## config.mk

```make
export PLATFORM = sky130hd
export DESIGN_NAME = weighted_rr_arbiter
export DESIGN_NICKNAME = d
export VERILOG_FILES = /design/src/rtl/weighted_rr_arbiter.sv
export SDC_FILE = /design/constraint.sdc
export NUM_CORES = 1
export LEC_CHECK = 0
export ABC_AREA = 0
export ABC_CLOCK_PERIOD_IN_PS = 4300
export CAP_MARGIN = 15
export CELL_PAD_IN_SITES_DETAIL_PLACEMENT = 0
export CELL_PAD_IN_SITES_GLOBAL_PLACEMENT = 1
export CORE_MARGIN = 4
export CORE_UTILIZATION = 39
export CTS_BUF_LIST = sky130_fd_sc_hd__clkbuf_4
export CTS_CLUSTER_DIAMETER = 150
export DETAILED_ROUTE_END_ITERATION = 8
export PLACE_DENSITY = 0.94
export SYNTH_ARGS = -nofsm -noshare
export SYNTH_HDL_FRONTEND = slang
export SYNTH_SLANG_ARGS = --single-unit
```

## constraint.sdc

```tcl
create_clock -name clk -period 4.3 [get_ports clk]
set_input_delay 0.86 -clock clk [delete_from_list [all_inputs] [get_ports clk]]
set_output_delay 0.86 -clock clk [all_outputs]
set_load 0.05 [all_outputs]
```

## src/rtl/weighted_rr_arbiter.sv

```systemverilog
// ---------------------------------------------------------------------------
// weighted_rr_arbiter
//   Round-robin arbiter for N requesters. Each grant is a tenure whose length
//   is capped by the winner's weight, counted in cycles. A weight of 0 counts
//   as 1. A tenure ends early when the owner drops its request. Another
//   requester can never preempt a running tenure. After every grant the
//   rotation pointer moves past the winner.
//
//   Optional feature (macro ARB_URGENT_EN): this adds the port urgent. At each
//   arbitration point, requesters with req & urgent are searched first, using
//   the same rotation. The remaining requesters are searched after them.
//
// Ports
//   clk     in   clock, rising edge
//   rst     in   asynchronous active-low reset
//   urgent  in   N bits, only with ARB_URGENT_EN: urgent qualifier per requester
//   req     in   N bits, level request per requester
//   weight  in   N*WW bits, field i = weight[i*WW +: WW] = max tenure of req i
//   grant   out  N bits, registered, one-hot or zero
//   owner   out  2 bits, index of granted requester (0 when idle)
//   busy    out  1 when grant is non-zero
// ---------------------------------------------------------------------------
module weighted_rr_arbiter #(
    parameter int N  = 4,
    parameter int WW = 4
) (
    input  logic            clk,
    input  logic            rst,
`ifdef ARB_URGENT_EN
    input  logic [N-1:0]    urgent,
`endif
    input  logic [N-1:0]    req,
    input  logic [N*WW-1:0] weight,
    output logic [N-1:0]    grant,
    output logic [1:0]      owner,
    output logic            busy
);

    typedef enum logic {IDLE, GRANT} state_t;

    localparam logic [WW-1:0] ONE = {{(WW-1){1'b0}}, 1'b1};

    state_t          state_q, state_d;
    logic [N-1:0]    grant_q, grant_d;
    logic [1:0]      owner_q, owner_d;
    logic [1:0]      ptr_q,   ptr_d;
    logic [WW-1:0]   cnt_q,   cnt_d;

    logic [N-1:0]    cand;
    logic [1:0]      idx;
    logic            win_found;
    logic [1:0]      win_idx;
    logic [WW-1:0]   wsel;
    logic            tenure_end;
    logic            arb;

    // Winner search: first set bit of cand, starting at ptr and wrapping.
    // The current owner is last in the rotation. If it is the only one still
    // requesting, the search lands on it again and its tenure restarts.
    always_comb begin
        cand = req;
`ifdef ARB_URGENT_EN
        if (|(req & urgent)) begin
            cand = req & urgent;
        end
`endif
        idx       = '0;
        win_found = 1'b0;
        win_idx   = '0;
        for (int unsigned i = 0; i < N; i++) begin
            idx = ptr_q + 2'(i);
            if (!win_found && cand[idx]) begin
                win_found = 1'b1;
                win_idx   = idx;
            end
        end
    end

    always_comb begin
        wsel = '0;
        for (int unsigned i = 0; i < N; i++) begin
            if (win_idx == 2'(i)) begin
                wsel = weight[i*WW +: WW];
            end
        end
    end

    assign tenure_end = (state_q == GRANT) && (!req[owner_q] || cnt_q == ONE);
    assign arb        = ((state_q == IDLE) && (|req)) || tenure_end;

    always_comb begin
        state_d = state_q;
        grant_d = grant_q;
        owner_d = owner_q;
        ptr_d   = ptr_q;
        cnt_d   = cnt_q;
        if (arb) begin
            if (win_found) begin
                state_d          = GRANT;
                grant_d          = '0;
                grant_d[win_idx] = 1'b1;
                owner_d          = win_idx;
                cnt_d            = (wsel == '0) ? ONE : wsel;
                ptr_d            = win_idx + 2'd1;
            end else begin
                state_d = IDLE;
                grant_d = '0;
                owner_d = '0;
                cnt_d   = '0;
            end
        end else if (state_q == GRANT) begin
            cnt_d = cnt_q - ONE;
        end
    end

    always_ff @(posedge clk or negedge rst) begin
        if (!rst) begin
            state_q <= IDLE;
            grant_q <= '0;
            owner_q <= '0;
            ptr_q   <= '0;
            cnt_q   <= '0;
        end else begin
            state_q <= state_d;
            grant_q <= grant_d;
            owner_q <= owner_d;
            ptr_q   <= ptr_d;
            cnt_q   <= cnt_d;
        end
    end

    assign grant = grant_q;
    assign owner = owner_q;
    assign busy  = |grant_q;

endmodule

```

==> qor.csv <==
stage,metric,value,unit
sta,setup total negative slack,0,ns
route,DRC viols,0,
global_routing,initial antenna violation count,0,
floorplanning,FP Rows,17,
route,routed length per instance,15.27,µm
critical_path,Setup Crit Path Kind,in -> reg,
critical_path,worst path required time,4.52,ns
min_path,worst min-delay path category,reg -> reg,
sta,final setup fails,0,
cts,CTS clock-pin slew for the worst setup and hold paths,0.08,ns
floorplanning,Core Region,2276,µm²
critical_path,largest fanout on the critical path,12,
power_and_ir_drop,Max VDD drop,0.0004714,V
power_and_ir_drop,Clock Power Share,0.084,
floorplanning,Initial Utilization,0.4222,
critical_path,Setup crit end kind,register,
critical_path,"Arr. time, crit path",3.59,ns
synthesis,Yosys top cell area share,0.3385,
floorplanning,die footprint,3322,µm²
layout,share of layout cells above drive strength 1,0.1120,
cts,H-tree levels,1,
global_routing,Total Routing Usage GR,0.1573,
route,First-pass DRT Iterations,4,
critical_path,CP startpoint,req[3],
cts,post-CTS sizing,0,
cts,Root Buffer Master,clkbuf_4,
global_routing,largest net degree at the start of global routing,14,
critical_path,CP peak stage delay,0.56,ns
floorplanning,Die H,57.64,µm
floorplanning,die width,57.64,µm
synthesis,Mapped Cells,97,
cts,clk sinks,13,
route,ANT nets after route,0,
layout,final core occ,0.5624,
synthesis,Synth warnings,0,
synthesis,Mapped Nets,125,
sta,Fmax,296.6,MHz
power_and_ir_drop,Design Power,0.9211,mW
synthesis,Cell variety after synth,40,
global_routing,vias in the first global route,883,
cts,Clock Path Buffers,2,
min_path,Hold Path Cell Cnt,1,
global_routing,global-route wire length before repair,4.119,mm
layout,final cell count without fillers,153,
cts,cts hold-fix bufs,0,
power_and_ir_drop,Reg power frac,0.249,
critical_path,Setup crit start kind,input pin,
sta,Final Hold Vio Count,0,
placed_design,port bufs,28,
critical_path,CP Cell Sequence,"clkdlybuf4s50_1, nand2b_1, a21oi_1, a211oi_1, and2_1, ha_1, nor2b_1, a211oi_1, or4b_1, a21oi_2",
layout,nets,154,
critical_path,"Max stage delay cell, worst path",clkdlybuf4s50_1,
synthesis,"Seq/Total Area, Yosys",0.3385,
placed_design,Placement Setup Slack,0.6444,ns
placed_design,Cells after DPL,149,
layout,post-route cell area,1280,µm²
power_and_ir_drop,P_sw,0.4416,mW
layout,Area Growth Syn to Fin,33.20,%
route,via count,860,
sta,clock skew,0.001621,ns
floorplanning,num ports,29,
sta,fin crit share,0.7841,
placed_design,dpl cell area,1252,µm²
route,Total Wirelength,2.337,mm
power_and_ir_drop,Pwr Density,719.7,nW/µm²
sta,Slew HR,0.6006,
placed_design,dpl hpwl,1.800,mm
synthesis,Syn Std Cell Area,960.9,µm²
sta,RSZ-0062 raised after global routing,no,
sta,final hold slack,0.5356,ns
synthesis,average size of a mapped cell,9.906,µm²
critical_path,CP dominant cell by count,a211oi_1,
placed_design,GP Congestion,0.8447,
power_and_ir_drop,Power Internal,0.4795,mW
layout,antenna cells,0,
sta,Final min period,3.372,ns
min_path,HP Start,grant[0],
power_and_ir_drop,Combinational Power Share,0.667,
synthesis,synthesized flop and latch total,13,
synthesis,synth top area cells,"dfrtp_1 (34%), ha_1 (7.8%), a22o_1 (5.5%)",
route,drt via density,5.621,
sta,post-route worst setup slack,0.9284,ns
flow_run,max_cap viols,0,
cts,clock latency on the worst-skew pair,0.28,ns
sta,Slew @ Worst Pin,0.5972,ns
power_and_ir_drop,P_leak,0.5179,nW
route,initial drt markers,16,
critical_path,Reg2Reg Launch Point,ptr_q[1],
synthesis,dominant cell type by area after synthesis,dfrtp_1,
power_and_ir_drop,switching portion of total power,0.4794,
run_status,outcome,completed,
cts,CTS tree,built,
sta,Max Transition Viols Final,0,
critical_path,FF-to-FF path depth,9,
global_routing,GRT Residual Overflow,0,
cts,setup bufs post-CTS,0,
cts,CTS buffer count,3,
[sequential cells by signal (all words and copies together), names as in the netlist]
name,cells
state_q,1
owner,2
ptr_q,2
grant,4
cnt_q,4
[logic make-up after synthesis]
logic type	synth area share
adder cells (fa/ha/maj)	0.07812
buffers and inverters	0.04817
AO/OA/AOI/OAI	0.2799
flip-flops	0.3385
AND/OR/NAND/NOR	0.2096
multiplexers	0.04557
[placed cells by master (no fill, tap or decap), types with 2 or more instances in the layout]
cell and instances:
a211oi_1 6, nor3b_1 2, ha_1 6, a221o_1 2
nor2_1 5, o21ai_0 4, nor2b_1 2, inv_1 5
and2_1 2, dfrtp_1 13, clkbuf_4 3, nand3b_1 3
nand2_1 5, a21oi_1 5, clkdlybuf4s50_1 28, nand2b_1 3
or4_1 2, a22o_1 6, a221oi_1 2
[power groups by stage]
stage	sequential, mW	clock (mW)	combinational (mW)
6_report	0.230	0.0776	0.614
5_1_grt	0.239	0.0880	0.671
4_1_cts	0.229	0.0816	0.620
3_5_place_dp	0.232	0	0.611
3_3_place_gp	0.229	0	0.608
2_1_floorplan	0.297	0	0.396
[synth_stat cells]
cell type / number
nor2_1: 5
mux4_2: 1
o21a_1: 1
a221oi_2: 1
nor3_1: 1
a22oi_2: 1
buf_6: 1
o21ai_2: 1
nor2_2: 1
a21oi_2: 1
or3b_1: 1
mux2i_1: 1
a31oi_4: 1
nand2_1: 5
nand3b_1: 3
or4b_1: 1
a21oi_1: 5
o31ai_1: 1
a22o_1: 6
clkbuf_1: 2
nor2b_1: 2
a221o_1: 2
and3_1: 1
nor3b_1: 2
mux2_1: 1
a211oi_1: 6
or4_1: 2
nand3_2: 1
nor4b_1: 1
inv_1: 5
and2_1: 2
a221oi_1: 2
dfrtp_1: 13
o21ai_0: 4
nor4_2: 1
nand2b_1: 3
a21o_1: 1
clkbuf_2: 1
inv_2: 1
ha_1: 6
[worst max-delay path, delay by kind of cell]
family | cells | cell delay, ns
AO/OA/AOI/OAI | 4 | 0.69
adder cells (fa/ha/maj) | 1 | 0.37
AND/OR/NAND/NOR | 4 | 1.10
buffers and inverters | 1 | 0.56
[area by class of cell]
class,count,area [µm²]
fillers,198,996.0
multi-input cells,74,589.3
flip-flops and latches,13,325.3
repair buffers,28,280.3
well taps,28,35.03
clock buffers,3,22.52
inverters,6,22.52
clock inverters,1,5.005
[path summary, 6_finish.rpt]
check | to | slack, ns
worst max-delay path | cnt_q[0] | 0.93
worst min-delay path | grant[0] | 0.54
worst max register to register | cnt_q[0] | 1.64
worst min register to register | grant[0] | 0.54
max in group asynchronous | state_q | 2.97
min in group asynchronous | cnt_q[2] | 0.95
[layer usage]
layer	vias to the layer above	share of wire	routed length, µm	global-route usage
met5	-	0	0	0
met4	0	0.011	26	0.03974
met3	4	0.045	105	0.05568
met2	17	0.49	1148	0.2435
met1	414	0.45	1058	0.2088
li1	425	-	-	-
Power figures use the tool's default switching activity.
